File: config.mk
export PLATFORM = sky130hd
export DESIGN_NAME = bcd_run_counter
export DESIGN_NICKNAME = d
export VERILOG_FILES = /design/src/rtl/bcd_run_counter.sv
export SDC_FILE = /design/constraint.sdc
export NUM_CORES = 1
export LEC_CHECK = 0
export ABC_AREA = 1
export CORE_UTILIZATION = 60
export CTS_BUF_LIST = sky130_fd_sc_hd__clkbuf_4 sky130_fd_sc_hd__clkbuf_8
export CTS_CLUSTER_DIAMETER = 30
export DETAILED_ROUTE_END_ITERATION = 10
export PLACE_DENSITY = 0.77
export SETUP_SLACK_MARGIN = 0.2
export SYNTH_ARGS = -nofsm -noshare
export SYNTH_HDL_FRONTEND = slang
export SYNTH_SLANG_ARGS = --single-unit
export TNS_END_PERCENT = 20
File: constraint.sdc
create_clock -name clk -period 4.45 [get_ports clk]
set_clock_uncertainty 0.1 [all_clocks]
set_input_delay 0.445 -clock clk [delete_from_list [all_inputs] [get_ports clk]]
set_output_delay 0.445 -clock clk [all_outputs]
set_load 0.1 [all_outputs]
File: src/rtl/bcd_run_counter.sv
// Two-digit BCD run/stop counter with synchronized, debounced pushbuttons.
// Run button cycles IDLE/RUN/HOLD, clear button returns to IDLE at 00.
//
// state | meaning
// IDLE  | stopped, count forced to 00
// RUN   | prescaler advancing, count steps every TICK_DIV cycles
// HOLD  | stopped, count and prescaler retained
module bcd_run_counter #(
  parameter int TICK_DIV  = 10_000_000,
  parameter int DB_CYCLES = 1_000_000
) (
  input  logic       clk,
  input  logic       rst_n,
  input  logic       btn_run,
  input  logic       btn_clr,
  input  logic       up_dn,
  output logic [3:0] dec0,
  output logic [3:0] dec1,
  output logic       running,
  output logic       wrap
);

  localparam int PW = (TICK_DIV > 2) ? $clog2(TICK_DIV) : 1;
  localparam int DW = (DB_CYCLES > 2) ? $clog2(DB_CYCLES) : 1;
  localparam logic [PW-1:0] PRE_LAST = PW'(TICK_DIV - 1);
  localparam logic [DW-1:0] DB_LAST  = DW'(DB_CYCLES - 1);

  typedef enum logic [1:0] {S_IDLE, S_RUN, S_HOLD} state_t;

  // bit 0 = run, bit 1 = clear, bit 2 = direction
  logic [2:0]    s1_q, s2_q;
  logic [1:0]    vld_q;
  logic [DW-1:0] db_cnt_q [2];
  logic [DW-1:0] db_cnt_d [2];
  logic [1:0]    db_q, db_d, db_prev_q, arm_q, arm_d, press;
  logic          press_run, press_clr, step;

  state_t        state_q, state_d;
  logic [PW-1:0] pre_q, pre_d;
  logic [3:0]    dec0_q, dec0_d, dec1_q, dec1_d;
  logic          running_q, running_d, wrap_q, wrap_d;

  always_ff @(posedge clk or negedge rst_n) begin
    if (!rst_n) begin
      s1_q        <= '0;
      s2_q        <= '0;
      vld_q       <= '0;
      db_q        <= '0;
      db_prev_q   <= '0;
      arm_q       <= '0;
      db_cnt_q[0] <= '0;
      db_cnt_q[1] <= '0;
    end else begin
      s1_q        <= {up_dn, btn_clr, btn_run};
      s2_q        <= s1_q;
      vld_q       <= {vld_q[0], 1'b1};
      db_q        <= db_d;
      db_prev_q   <= db_q;
      arm_q       <= arm_d;
      db_cnt_q[0] <= db_cnt_d[0];
      db_cnt_q[1] <= db_cnt_d[1];
    end
  end

  // A button only arms once its synchronizer has shown it released after
  // reset, so a button held through reset cannot produce a press.
  always_comb begin
    db_d  = db_q;
    arm_d = arm_q;
    for (int i = 0; i < 2; i++) begin
      db_cnt_d[i] = '0;
      if (s2_q[i] != db_q[i]) begin
        if (db_cnt_q[i] == DB_LAST) db_d[i] = s2_q[i];
        else                        db_cnt_d[i] = db_cnt_q[i] + 1'b1;
      end
      if (vld_q[1] && !s2_q[i]) arm_d[i] = 1'b1;
    end
  end

  assign press     = db_q & ~db_prev_q & arm_q;
  assign press_run = press[0];
  assign press_clr = press[1];
  assign step      = (state_q == S_RUN) && (pre_q == PRE_LAST);

  always_ff @(posedge clk or negedge rst_n) begin
    if (!rst_n) begin
      state_q   <= S_IDLE;
      pre_q     <= '0;
      dec0_q    <= '0;
      dec1_q    <= '0;
      running_q <= 1'b0;
      wrap_q    <= 1'b0;
    end else begin
      state_q   <= state_d;
      pre_q     <= pre_d;
      dec0_q    <= dec0_d;
      dec1_q    <= dec1_d;
      running_q <= running_d;
      wrap_q    <= wrap_d;
    end
  end

  always_comb begin
    state_d = state_q;
    pre_d   = pre_q;
    dec0_d  = dec0_q;
    dec1_d  = dec1_q;
    wrap_d  = 1'b0;
    if (press_clr) begin
      state_d = S_IDLE;
      pre_d   = '0;
      dec0_d  = 4'd0;
      dec1_d  = 4'd0;
    end else if (press_run) begin
      // a step landing in the same cycle is dropped
      if (state_q == S_RUN) begin
        state_d = S_HOLD;
      end else begin
        state_d = S_RUN;
        pre_d   = '0;
      end
    end else if (step) begin
      pre_d = '0;
      if (s2_q[2]) begin
        if (dec0_q == 4'd9) begin
          dec0_d = 4'd0;
          if (dec1_q == 4'd9) begin
            dec1_d = 4'd0;
            wrap_d = 1'b1;
          end else begin
            dec1_d = dec1_q + 4'd1;
          end
        end else begin
          dec0_d = dec0_q + 4'd1;
        end
      end else begin
        if (dec0_q == 4'd0) begin
          dec0_d = 4'd9;
          if (dec1_q == 4'd0) begin
            dec1_d = 4'd9;
            wrap_d = 1'b1;
          end else begin
            dec1_d = dec1_q - 4'd1;
          end
        end else begin
          dec0_d = dec0_q - 4'd1;
        end
      end
    end else if (state_q == S_RUN) begin
      pre_d = pre_q + 1'b1;
    end
    running_d = (state_d == S_RUN);
  end

  assign dec0    = dec0_q;
  assign dec1    = dec1_q;
  assign running = running_q;
  assign wrap    = wrap_q;

endmodule

==> results.sh <==
export IMPL_routed_wl_um=9750
export IMPL_hpwl_um=7020
export IMPL_clkSlewWorstSetupHoldPaths_ps=80
export IMPL_synth_cells=651
export IMPL_rows=32
export IMPL_worstSetupStartpointType="register"
export IMPL_synthMuxAreaShare_pct=0
export IMPL_drv_slew=0
export IMPL_grt_max_degree=67
export IMPL_yosys_warnings=0
export IMPL_power_total_w=0.00139
export IMPL_synth_compound_area_share_pct=6.22
export IMPL_drt_iter0_markers=201
export IMPL_endpoint_kind="output port"
export IMPL_crit_path_cell_trace="clkdlybuf4s50_1"
export IMPL_synth_xor_area_share_pct=4.12
export IMPL_dr_pass1_iters=5
export IMPL_grt_pass1_vias=4044
export IMPL_period_needed_ps=2540
export IMPL_num_nets_final=682
export IMPL_tightest_slew_ps=970
export IMPL_antenna_found_initial=0
export IMPL_finalNonFillerCells=779
export IMPL_cts_sinks=90
export IMPL_antennaDiodeCount=0
export IMPL_finalSetupViolCount=0
export IMPL_critPathMaxFanout=7
export IMPL_finish_utilization_pct=68.1
export IMPL_cts_tree="done"
export IMPL_start_util_pct=62.6
export IMPL_ios=15
export IMPL_drive_gt1_share_pct=7.39
export IMPL_n_fill_cell=663
export IMPL_hold_path_class="in -> async"
export IMPL_syn_cell_area_mm2=0.00489
export IMPL_dieWidth_um=92.2
export IMPL_fmax_mhz=393
export IMPL_p_leak_nw=2.56
export IMPL_gp_congestion=0.884
export IMPL_grt_overflow=0
export IMPL_period_share_pct=57.1
export IMPL_slowest_delay_ps=1170
export IMPL_synth_top_family_by_area="simple AND/OR/NAND/NOR gates"
export IMPL_dieArea_mm2=0.00851
export IMPL_synthAdderAreaFrac_pct=0.768
export IMPL_grt_pass1_wl_um=17200
export IMPL_fp_coreArea_mm2=0.00781
export IMPL_layout_setup_ws_ps=1910
export IMPL_dp_cells=765
export IMPL_h_tree_depth=3
export IMPL_max_slew_margin_rel_pct=35.1
export IMPL_peakVddDrop_v=0.000169
export IMPL_synth_seq_cells=90
export IMPL_yosysUniqueCellTypes=37
export IMPL_arrival_ps=2000
export IMPL_clk_latency_ps=350
export IMPL_avgSynthCellArea_um2=7.51
export IMPL_cts_made_buffers=9
export IMPL_setup_worst_path_class="reg -> out"
export IMPL_outcome="finished clean"
export IMPL_dp_slack_ps=2300
export IMPL_clk_path_buf_depth=2
export IMPL_drcViolationCount=0
export IMPL_cp_data_required_time_ps=3900
export IMPL_max_cap_violations=0
export IMPL_power_density_mw_per_mm2=261
export IMPL_rsz0062_at_grt="no"
export IMPL_syn2layout_area_growth_pct=8.78
export IMPL_ctsHoldBuffers=0
export IMPL_antenna_left=0
export IMPL_path_buf_inv=1
export IMPL_final_hold_viol_count=0
export IMPL_cts_resized=0
export IMPL_postCtsSetupRepairBufs=0
export IMPL_vias=4170
export IMPL_die_h_um=92.2
export IMPL_wire_per_inst_um=12.5
export IMPL_ys_seq_area_share_pct=46.1
export IMPL_synthSimpleGateAreaFrac_pct=35.4
export IMPL_via_per_inst=5.35
export IMPL_critical_path_top_delay_family="buffers and inverters"
export IMPL_track_usage_pct=25.3
export IMPL_critPathSlowestCell="clkdlybuf4s50_1"
export IMPL_io_buffers=14
export IMPL_syn_nets=659
export IMPL_finalSetupTns_ps=0
export IMPL_cts_root_buf="clkbuf_8"
## flip-flops by register name (all words and copies together) (netlist names), 3 cells and up
register  flops
s1_q          3
pre_q        24
dec0          4
db_cnt_q     40
s2_q          3
dec1          4
## through the flow
stage               hold WS (ps)  area [um^2]
floorplan                   49.4         4890
global placement             232         5140
detailed placement           236         5140
CTS                         99.4         5320
global route                 130         5320
finish                      66.1         5320
## worst paths after layout
check / startpoint / end / slack [ps] / cells past startpoint
worst max-delay path: dec0[3] / dec0[3] / 1910 / 1
worst min-delay path: rst_n / dec1[3] / 70 / 1
worst max register to register: db_cnt_q[20] / db_cnt_q[33] / 2410 / 9
worst min register to register: vld_q[0] / vld_q[1] / 250 / 0
max in group asynchronous: rst_n / pre_q[15] / 3360 / 2
min in group clk: vld_q[0] / vld_q[1] / 250 / 0
## layer usage
| layer | up-vias | GRT usage (%) | part of all wire, % |
|---|---|---|---|
| met3 | 11 | 4.15 | 3.8 |
| li1 | 2113 | - | - |
| met4 | 0 | 9.11 | 1.2 |
| met2 | 94 | 42.8 | 49 |
| met1 | 1952 | 32.8 | 46 |
| met5 | - | 0 | 0 |
## power breakdown
group | leakage [nW] | switching (W) | internal (W) | total (W)
logic | 1.25 | 0.0000306 | 0.0000103 | 0.0000409
registers | 1.22 | 0.00000589 | 0.000825 | 0.000831
clock network | 0.0903 | 0.000273 | 0.000242 | 0.000515
total | 2.56 | 0.000310 | 0.00108 | 0.00139
## placed cells by master, fill, tap and decap left out, types with 12 or more instances in the layout
master	instances
nor2_1	103
nand4_1	14
inv_1	82
dfrtp_1	90
o21ai_0	19
clkbuf_8	12
a21oi_1	23
nor3_1	19
nand2_1	165
clkdlybuf4s50_1	13
xor2_1	18
nand3_1	55
## cell families after synthesis
logic type	Yosys count
and+or+nand+nor	388
DFF	90
buffers and inverters	92
other	1
adders and majority gates	3
AOI/OAI and AO/OA	54
xor gates and xnor gates	23
## cell type report
cell class	count	area, um^2	area share [%]
multi-input combinational	469	2280	42.8
sequential	90	2250	42.4
inverter	89	337	6.33
clock buffer	12	165	3.11
timing repair buffer	15	145	2.73
tap	102	128	2.40
clock inverter	2	12.5	0.235
## cells in the mapped netlist
cell type | count | area [um^2]
a21boi_0 | 1 | 7.51
nor2_1 | 103 | 387
o21ai_1 | 2 | 10.0
o22ai_1 | 3 | 18.8
nand2_2 | 3 | 18.8
nor2_2 | 9 | 56.3
nor3b_1 | 3 | 22.5
a22oi_2 | 1 | 12.5
inv_2 | 6 | 22.5
nand3_1 | 55 | 275
inv_4 | 1 | 6.26
and3_1 | 1 | 6.26
o211ai_1 | 1 | 7.51
xnor2_1 | 5 | 43.8
nand2_1 | 165 | 619
buf_2 | 2 | 10.0
o21ai_0 | 19 | 95.1
nand3b_1 | 2 | 15.0
dfrtp_1 | 90 | 2250
nand4_1 | 14 | 87.6
inv_1 | 82 | 308
buf_6 | 1 | 11.3
nand2_4 | 4 | 45.0
o21bai_1 | 2 | 15.0
nor4_1 | 1 | 6.26
conb_1 | 1 | 3.75
xor2_1 | 18 | 158
nand3_2 | 3 | 30.0
o21ai_4 | 1 | 16.3
a21oi_1 | 23 | 115
nor3_4 | 1 | 16.3
nor2_4 | 2 | 22.5
nor3_1 | 19 | 95.1
or2_2 | 1 | 6.26
ha_1 | 3 | 37.5
nor3_2 | 2 | 20.0
a31oi_1 | 1 | 6.26
No activity file was read; power rests on OpenSTA's default activity.
